==> config.mk <==
export PLATFORM = sky130hd
export DESIGN_NAME = analogue_decimation_ctrl
export DESIGN_NICKNAME = d
export VERILOG_FILES = /design/src/rtl/analogue_decimation_ctrl_pkg.sv /design/src/rtl/analogue_decimation_ctrl_valid_delay_line.sv /design/src/rtl/analogue_decimation_ctrl.sv
export SDC_FILE = /design/constraint.sdc
export NUM_CORES = 1
export LEC_CHECK = 0
export ABC_AREA = 1
export ABC_CLOCK_PERIOD_IN_PS = 1500
export CAP_MARGIN = 0
export CORE_ASPECT_RATIO = 0.8
export CORE_UTILIZATION = 40
export DETAILED_ROUTE_END_ITERATION = 10
export HOLD_SLACK_MARGIN = 0.05
export PLACE_DENSITY = 0.66
export SKIP_CTS_REPAIR_TIMING = 1
export SYNTH_ARGS = -nofsm -noshare
export SYNTH_HDL_FRONTEND = slang
export SYNTH_SLANG_ARGS = --single-unit
==> constraint.sdc <==
create_clock -name clk -period 1.5 [get_ports clk]
set_input_delay 0.375 -clock clk [delete_from_list [all_inputs] [get_ports clk]]
set_output_delay 0.375 -clock clk [all_outputs]
set_load 0.01 [all_outputs]
==> src/rtl/analogue_decimation_ctrl_pkg.sv <==
// Shared definitions for the decimation scheduler: FSM encoding and default sizing.
package analogue_decimation_ctrl_pkg;

  localparam int STAGES_MAX     = 4;
  localparam int RATE_WIDTH_DEF = 3;

  typedef enum logic [1:0] {
    ST_IDLE   = 2'd0,
    ST_FLUSH  = 2'd1,
    ST_SETTLE = 2'd2,
    ST_RUN    = 2'd3
  } state_t;

endpackage

==> src/rtl/analogue_decimation_ctrl_valid_delay_line.sv <==
// Fixed-depth valid shift register with synchronous clear; carries y_valid to the output.
module valid_delay_line #(
  parameter int DEPTH = 1
) (
  input  logic clk,
  input  logic rst,
  input  logic clr,
  input  logic d,
  output logic q
);

  logic [DEPTH:1] vld_pipe;

  always_ff @(posedge clk or posedge rst) begin
    if (rst) begin
      vld_pipe <= '0;
    end else if (clr) begin
      vld_pipe <= '0;
    end else begin
      vld_pipe[1] <= d;
      for (int i = 2; i <= DEPTH; i++) vld_pipe[i] <= vld_pipe[i-1];
    end
  end

  assign q = vld_pipe[DEPTH];

endmodule

==> src/rtl/analogue_decimation_ctrl.sv <==
// Rate config, flush/settle sequencing and per-stage clock-enable generation for the
// decimate-by-2 cascade.
module analogue_decimation_ctrl
  import analogue_decimation_ctrl_pkg::*;
#(
  parameter int STAGES       = STAGES_MAX,
  parameter int RATE_WIDTH   = RATE_WIDTH_DEF,
  parameter int FLUSH_CYCLES = 2,
  parameter int SETTLE       = 8,
  parameter int OUT_LAT      = 1
) (
  input  logic                  clk,
  input  logic                  rst,
  input  logic                  run,
  input  logic [RATE_WIDTH-1:0] cfg_rate,
  input  logic                  cfg_valid,
  output logic                  cfg_ready,
  output logic                  cfg_err,
  input  logic                  sample_in_valid,
  output logic [STAGES-1:0]     stage_ce,
  output logic                  stage_rst,
  output logic [RATE_WIDTH-1:0] tap_sel,
  output logic                  y_valid,
  output logic                  busy
);

  localparam int FW = (FLUSH_CYCLES > 1) ? $clog2(FLUSH_CYCLES) : 1;
  localparam int SW = (SETTLE > 1) ? $clog2(SETTLE) : 1;

  state_t                state, state_nxt;
  logic [RATE_WIDTH-1:0] rate;
  logic [STAGES-1:0]     cnt;
  logic [FW-1:0]         flush_cnt;
  logic [SW-1:0]         settle_cnt;
  logic [STAGES:0]       ones;
  logic [STAGES-1:0]     ce_d;
  logic                  act, ev, ev_q;
  logic                  cfg_acc, cfg_ok, cfg_take;
  logic                  flush_done, settle_done, pipe_clr;

  assign cfg_ready   = (state != ST_FLUSH);
  assign busy        = (state == ST_FLUSH) || (state == ST_SETTLE);
  assign tap_sel     = rate;
  assign act         = (state == ST_SETTLE) || (state == ST_RUN);
  assign cfg_acc     = cfg_valid & cfg_ready;
  assign cfg_ok      = (cfg_rate <= RATE_WIDTH'(STAGES));
  assign cfg_take    = cfg_acc & cfg_ok;
  assign flush_done  = (flush_cnt == FW'(FLUSH_CYCLES - 1));
  assign settle_done = (settle_cnt == SW'(SETTLE - 1));

  // ones[k]: low k phase bits all set, i.e. this sample completes a 2^k group.
  always_comb begin
    ones = '0;
    ce_d = '0;
    for (int k = 0; k <= STAGES; k++)
      ones[k] = &(cnt | ~STAGES'((1 << k) - 1));
    // Stage 0 always runs so rate 0 still clocks the first filter as a pass-through.
    for (int k = 0; k < STAGES; k++)
      ce_d[k] = act & sample_in_valid & ones[k] & ((k == 0) || (RATE_WIDTH'(k) < rate));
  end

  assign ev = act & sample_in_valid & ones[rate];

  always_comb begin
    state_nxt = state;
    case (state)
      ST_IDLE:   if (run) state_nxt = ST_FLUSH;
      ST_FLUSH:  if (flush_done) state_nxt = (SETTLE == 0) ? ST_RUN : ST_SETTLE;
      ST_SETTLE: begin
        if (cfg_take)               state_nxt = ST_FLUSH;
        else if (ev && settle_done) state_nxt = ST_RUN;
      end
      ST_RUN:    if (cfg_take) state_nxt = ST_FLUSH;
      default:   state_nxt = ST_IDLE;
    endcase
    if (!run) state_nxt = ST_IDLE;
  end

  assign pipe_clr = (state_nxt == ST_FLUSH) || (state_nxt == ST_IDLE);

  always_ff @(posedge clk or posedge rst) begin
    if (rst) state <= ST_IDLE;
    else     state <= state_nxt;
  end

  always_ff @(posedge clk or posedge rst) begin
    if (rst) begin
      rate       <= '0;
      cnt        <= '0;
      flush_cnt  <= '0;
      settle_cnt <= '0;
      stage_ce   <= '0;
      stage_rst  <= 1'b0;
      cfg_err    <= 1'b0;
      ev_q       <= 1'b0;
    end else begin
      if (cfg_take) rate <= cfg_rate;
      cfg_err   <= cfg_acc & ~cfg_ok;
      stage_rst <= (state == ST_FLUSH);
      stage_ce  <= ce_d;
      // Settle-phase events are filter warm-up and never reach the capture buffer.
      ev_q      <= ev & (state == ST_RUN) & ~pipe_clr;
      if (state == ST_FLUSH)             cnt <= '0;
      else if (act && sample_in_valid)   cnt <= cnt + 1'b1;
      flush_cnt <= (state == ST_FLUSH) ? flush_cnt + 1'b1 : '0;
      if (state != ST_SETTLE) settle_cnt <= '0;
      else if (ev)            settle_cnt <= settle_cnt + 1'b1;
    end
  end

  valid_delay_line #(.DEPTH(OUT_LAT)) u_vdl (
    .clk (clk),
    .rst (rst),
    .clr (pipe_clr),
    .d   (ev_q),
    .q   (y_valid)
  );

endmodule
==> results of run 1 <==
[synth_stat cells, drive strengths merged]
cell / number / area [um2]
dfrtp: 21 / 526
inv: 20 / 75.1
nand2: 16 / 67.6
nand3: 12 / 65.1
o21ai: 12 / 60.1
nor2: 10 / 47.6
ha: 9 / 113
a21oi: 5 / 25.0
nor3: 4 / 20.0
o21a: 2 / 22.5
a211oi: 1 / 7.51
and3: 1 / 6.26
buf: 1 / 11.3
clkinv: 1 / 3.75
o21bai: 1 / 7.51
[cell type report]
type	instances	area share, %
Timing Repair Buffer	41	24.6
Clock buffer	4	1.64
Multi-Input combinational cell	73	32.8
Inverter	21	5.01
Sequential cell	21	33.1
Tap cell	36	2.82
[power by group]
| group | internal [mW] | switching (mW) | leakage (nW) | total [mW] |
|---|---|---|---|---|
| logic | 0.244 | 0.226 | 0.609 | 0.471 |
| clock network | 0.104 | 0.173 | 0.0150 | 0.277 |
| registers | 0.632 | 0.0720 | 0.277 | 0.704 |
[layer usage]
layer  share of wire, %  vias to the layer above  wire, um
li1                   -                      462         -
met1                 40                      447      1010
met2                 55                       22      1390
met3                4.3                        5       110
met4                1.1                        0        29
met5                  0                        -         0
[registers in the layout (all words and copies together), names as in the netlist, 2 cells and up]
name,count
cnt,4
settle_cnt,3
stage_ce,4
state,2
tap_sel,3
[worst max-delay path: cells and delay by family, from the launching register on]
family	cells	cell delay, ns
adders and majority gates	1	0.19
buffers and inverters	3	0.29
DFF	1	0.41
[how the worst max path moves through the flow]
stage,start,to,slack (ns),cells past startpoint
2_1_floorplan,state[0],ev_q,0.005,12
3_3_place_gp,sample_in_valid,state[0],-0.16,8
3_5_place_dp,sample_in_valid,u_vdl.q,-0.22,10
4_1_cts,state[1],busy,-0.45,3
5_1_grt,cnt[1],ev_q,-0.19,12
6_report,state[1],cfg_ready,-0.07,4
[stage by stage]
stage | instance area, um2 | setup TNS, ns | hold slack [ns] | setup slack (ns)
finish | 1600 | -0.316 | 0.402 | -0.0688
global route | 1600 | -1.07 | 0.413 | -0.187
CTS | 1440 | -2.75 | 0.411 | -0.448
detailed placement | 1420 | -1.38 | 0.465 | -0.215
global placement | 1420 | -1.06 | 0.441 | -0.163
floorplan | 1070 | 0 | 0.352 | 0.00510
[logic make-up (layout without fill, tap and decap cells)]
| kind of cell | Yosys count | after routing | share of synthesized area [%] |
|---|---|---|---|
| buffers and inverters | 22 | 66 | 8.52 |
| AOI/OAI and AO/OA | 21 | 21 | 11.6 |
| adders and majority gates | 9 | 9 | 10.7 |
| DFF | 21 | 21 | 49.7 |
| and+or+nand+nor | 43 | 43 | 19.5 |
==> results by group, run 1 <==
Outcome
  • Status: finished with violations
  • Failing checks: setup timing

Final layout
  • Antenna fix cells: 0
  • Register area: roughly 530 um2
  • FILL cells: 225
  • Non-Filler Instances: 196
  • Area delta synth->final: 51.2%
  • Commonest non-fill, non-tap cell in the layout: buf_4
  • Final Net Count: between 150 and 200
  • Multi-input gate area: 524 um2
  • Layout cells sized above 1: between 30% and 40%
  • Final core utilization: between 60% and 70%
  • Most frequent cells in the layout: buf_4 (20), dfrtp_1 (18), inv_1 (17), nand2_1 (12), dlymetal6s2s_1 (11)

Setup path
  • R2R Setup Slk: -0.06 ns
  • Worst-path cell chain: inv_2, ha_2, clkinv_2, dlymetal6s2s_1
  • R2R Path End: ev_q
  • CP Class: register to output pin
  • CP Launch Type: register
  • Crit path DAT: between 1 and 1.5 ns
  • Slowest cell on crit path: dfrtp_1
  • Slowest stage delay, CP: 0.41 ns
  • Worst Reg-to-Reg Cells: 12
  • Worst Path Required: roughly 1.1 ns
  • Worst setup EP type: output pin
  • Reg2reg start: tap_sel[2]
  • CP max FO: 3

Placement
  • Hpwl dp: roughly 1.8 mm
  • PortBufs: 19
  • Dpl cells: between 150 and 200
  • GP Congestion: 0.780

Floorplanning
  • Die W: ~60 um
  • Initial Util: approximately 43%
  • Die Y: between 40 and 50 um
  • Row cnt: 16
  • Die area: approximately 0.0029 mm2
  • Placeable Area: 0.00248 mm2
  • IO Count: 20

Timing
  • Worst-margin pin slew: approximately 0.28 ns
  • Tcrit/Tclk final: 105%
  • Worst slew margin: 81.4%
  • RSZ-0062 raised after global routing: true
  • Final worst slack: -0.0688 ns
  • Slew Viols, Final: 0
  • Final min period: approximately 1.6 ns
  • Endpoints failing setup: 6
  • Final number of hold-violating endpoints: 0
  • Fmax: around 640 MHz
  • Worst Skew: between 0.004 and 0.005 ns

GRT
  • Initial antenna violation count: 0
  • Largest net degree at the start of global routing: 22
  • Overflow after GRT: 0
  • Met3 Usage GRT: 5.68%
  • Grt met1 use: 21.3%
  • Global-route wire length before repair: roughly 3.5 mm
  • Grt met2 use: between 30% and 40%
  • Total GRT Usage: 17.5%
  • Number of global-route vias before repair: 811
  • GR peak layer: met2

Synthesis
  • Post-synthesis sequential area ratio: between 40% and 50%
  • Number of synthesized register bits: 21
  • Synthesized instance count: roughly 120
  • Syn nets: between 100 and 150
  • Synth warnings: 0
  • Syn Std Cell Area: 0.00106 mm2
  • Netlist cell types: 21
  • Post-Syn Area per Cell: slightly above 9 um2

Clock network
  • CTS max path bufs: 2
  • Total CTS buffers: 3
  • CTS tree: done
  • Clock Sinks: 21
  • Worst-path clk slew: between 0.1 and 0.15 ns
  • Worst-skew pair later-pin latency: approximately 0.31 ns
  • Root buffer cell: clkbuf_4
  • Htree depth: 1

Detailed routing
  • Post-route antenna net violation count: 0
  • Vias post-DR: approximately 940
  • Final wirelength: roughly 2.5 mm
  • Drt pass-1 iters: 4
  • Drt wl/cell: 13.0 um
  • Via density: approximately 4.8
  • DRC violations left: 0
  • Drt initial violations: 12

Job
  • Max Cap Viol: 0

Power
  • Power density cells: roughly 910 mW/mm2
  • Total leakage power: about 0.9 nW
  • Tot Pwr: ~1.5 mW
  • Peak supply drop: about 0.52 mV

Worst hold path
  • Hold Path Class: input port to async pin
Power figures use the tool's default switching activity.
==> inputs of run 2 (changes only) <==
--- a/config.mk
+++ b/config.mk
@@ -14,6 +14,7 @@
 export HOLD_SLACK_MARGIN = 0.05
 export PLACE_DENSITY = 0.66
 export SKIP_CTS_REPAIR_TIMING = 1
+export SLEW_MARGIN = 10
 export SYNTH_ARGS = -nofsm -noshare
 export SYNTH_HDL_FRONTEND = slang
 export SYNTH_SLANG_ARGS = --single-unit
==> results of run 2 <==
The final DEF is identical to that of run 1; final timing and power are the same.
==> inputs of run 3 (changes only) <==
--- a/config.mk
+++ b/config.mk
@@ -8,11 +8,11 @@
 export ABC_AREA = 1
 export ABC_CLOCK_PERIOD_IN_PS = 1500
 export CAP_MARGIN = 0
-export CORE_ASPECT_RATIO = 0.8
-export CORE_UTILIZATION = 40
+export CORE_ASPECT_RATIO = 1.2
+export CORE_UTILIZATION = 45
 export DETAILED_ROUTE_END_ITERATION = 10
 export HOLD_SLACK_MARGIN = 0.05
-export PLACE_DENSITY = 0.66
+export PLACE_DENSITY = 0.73
 export SKIP_CTS_REPAIR_TIMING = 1
 export SLEW_MARGIN = 10
 export SYNTH_ARGS = -nofsm -noshare
==> results by group, run 3 (synthesized netlist as in run 1, its figures left out) <==
Power
  • Clk pwr share: roughly a fifth
  • Seq pwr share: around 48%
  • Gate power share: ~33%
  • Switching portion of total power: between 30 and 40%
  • Power density cells: around 880 mW/mm2
  • Switching pwr: roughly 470 uW
  • Peak supply drop: 0.758 mV
  • Pint: approximately 970 uW
  • Total leakage power: between 0.9 and 1 nW

Worst hold path
  • Hold Path Class: input port to async pin

Timing
  • Final min period: around 1.6 ns
  • Worst slew margin: 79.1%
  • Endpoints failing setup: 6
  • Tcrit/Tclk final: 109%
  • RSZ-0062 raised after global routing: true
  • Slew Viols, Final: 0
  • Final number of hold-violating endpoints: 0
  • Worst-margin pin slew: 0.311 ns
  • Worst Skew: about 0.0027 ns
  • Fmax: a little over 600 MHz
  • Min Hold Slack: between 0.3 and 0.4 ns
  • Final worst slack: -0.142 ns

Floorplanning
  • Initial Util: roughly half
  • Die Y: 55.1 um
  • Die W: approximately 46 um
  • Placeable Area: around 0.0021 mm2
  • IO Count: 20
  • Row cnt: 18
  • Die area: about 0.0025 mm2

Placement
  • Dpl cells: approximately 180
  • GP Congestion: 0.811
  • Hpwl dp: between 1.5 and 2 mm
  • Place WS: -0.163 ns
  • PortBufs: 19

Final layout
  • Biggest regs: cnt x4, stage_ce x4
  • Area delta synth->final: 54.2%
  • Non-Filler Instances: 195
  • Most frequent cells in the layout: buf_4 (25), dfrtp_1 (19), inv_1 (17), nand2_1 (12), dlymetal6s2s_1 (10)
  • Antenna fix cells: 0
  • Commonest non-fill, non-tap cell in the layout: buf_4
  • Final Net Count: between 150 and 200
  • Layout cells sized above 1: 35.8%

Detailed routing
  • Drt wl/cell: between 10 and 15 um
  • Drt initial violations: 35
  • Vias post-DR: 974
  • Drt pass-1 iters: 4
  • Post-route antenna net violation count: 0
  • Via density: around 5
  • Final wirelength: ~2.6 mm
  • DRC violations left: 0

Setup path
  • CP max FO: 4
  • Slowest cell on crit path: dfrtp_2
  • Crit path DAT: between 1.5 and 2 ns
  • Slowest stage delay, CP: roughly 0.44 ns
  • Worst setup EP type: register
  • Most frequent cell on the critical path: nand2_1
  • CP Launch Type: register
  • CP Class: register to register
  • Worst Path Required: 1.75 ns
  • Worst-path cell chain: buf_4, nor2_2, nand2_1, nand3_2, nand2_2, nor2_4, nand3_2, nand2_1, nand2_1, nand2_1, nand2_2, nor2_1
  • R2R Setup Slk: -0.14 ns

Outcome
  • Failing checks: setup timing
  • Status: finished with violations

GRT
  • Global-route wire length before repair: between 3 and 4 mm
  • Largest net degree at the start of global routing: 22
  • Initial antenna violation count: 0
  • Overflow after GRT: 0
  • Number of global-route vias before repair: just under 900
  • Total GRT Usage: ~20%

Clock network
  • Total CTS buffers: 3
  • CTS max path bufs: 2
  • Worst-skew pair later-pin latency: ~0.30 ns
  • CTS tree: done
  • Clock Sinks: 21
  • Root buffer cell: clkbuf_4
  • Worst-path clk slew: 0.12 ns
  • Htree depth: 1

Job
  • Max Cap Viol: 0
==> run 3: critical path, delay by kind of cell, from the launching register on <==
family / cells / cell delay (ns)
AND/OR/NAND/NOR: 11 / 0.97
flip-flops: 1 / 0.44
buffers and inverters: 1 / 0.16
==> run 3: worst paths after layout <==
| kind | cells after the start | endpoint | startpoint |
|---|---|---|---|
| setup / recovery | 12 | ev_q | tap_sel[1] |
| hold / removal | 3 | stage_ce[3] | rst |
| setup reg to reg | 12 | ev_q | tap_sel[1] |
| hold reg to reg | 1 | flush_cnt | flush_cnt |
| max in group asynchronous | 3 | tap_sel[2] | rst |
| min in group clk | 1 | flush_cnt | flush_cnt |
==> run 3: layout make-up <==
class,count,area (um2)
multi-input combinational,73,542
sequential,21,528
fill,138,509
timing repair buffer,46,415
inverter,21,80.1
tap,30,37.5
clock buffer,3,22.5
clock inverter,1,5.00
==> run 3: metal layers <==
| metal | share of wire [%] | global-route usage (%) | up-vias |
|---|---|---|---|
| met2 | 52 | 37.1 | 21 |
| met4 | 1.5 | 5.88 | 0 |
| met3 | 2.9 | 2.92 | 6 |
| met1 | 44 | 24.3 | 469 |
| met5 | 0 | 0 | - |
| li1 | - | - | 478 |
==> run 3: power groups by stage <==
stage	combinational (mW)	clock (mW)	sequential [mW]
5_1_grt	0.523	0.309	0.699
2_1_floorplan	0.183	0	0.698
4_1_cts	0.360	0.281	0.688
3_5_place_dp	0.357	0	0.699
6_report	0.469	0.279	0.691
3_3_place_gp	0.349	0	0.695
==> run 3: per-stage QoR <==
stage / power [mW] / area, um2 / util, % / TNS [ns]
floorplan: 0.881 / 1070 / - / 0
global placement: 1.04 / 1420 / 66.5 / -0.754
detailed placement: 1.06 / 1420 / 66.5 / -1.25
CTS: 1.33 / 1450 / 67.8 / -2.35
global route: 1.53 / 1630 / 76.2 / -1.10
finish: 1.44 / 1630 / 76.2 / -0.534
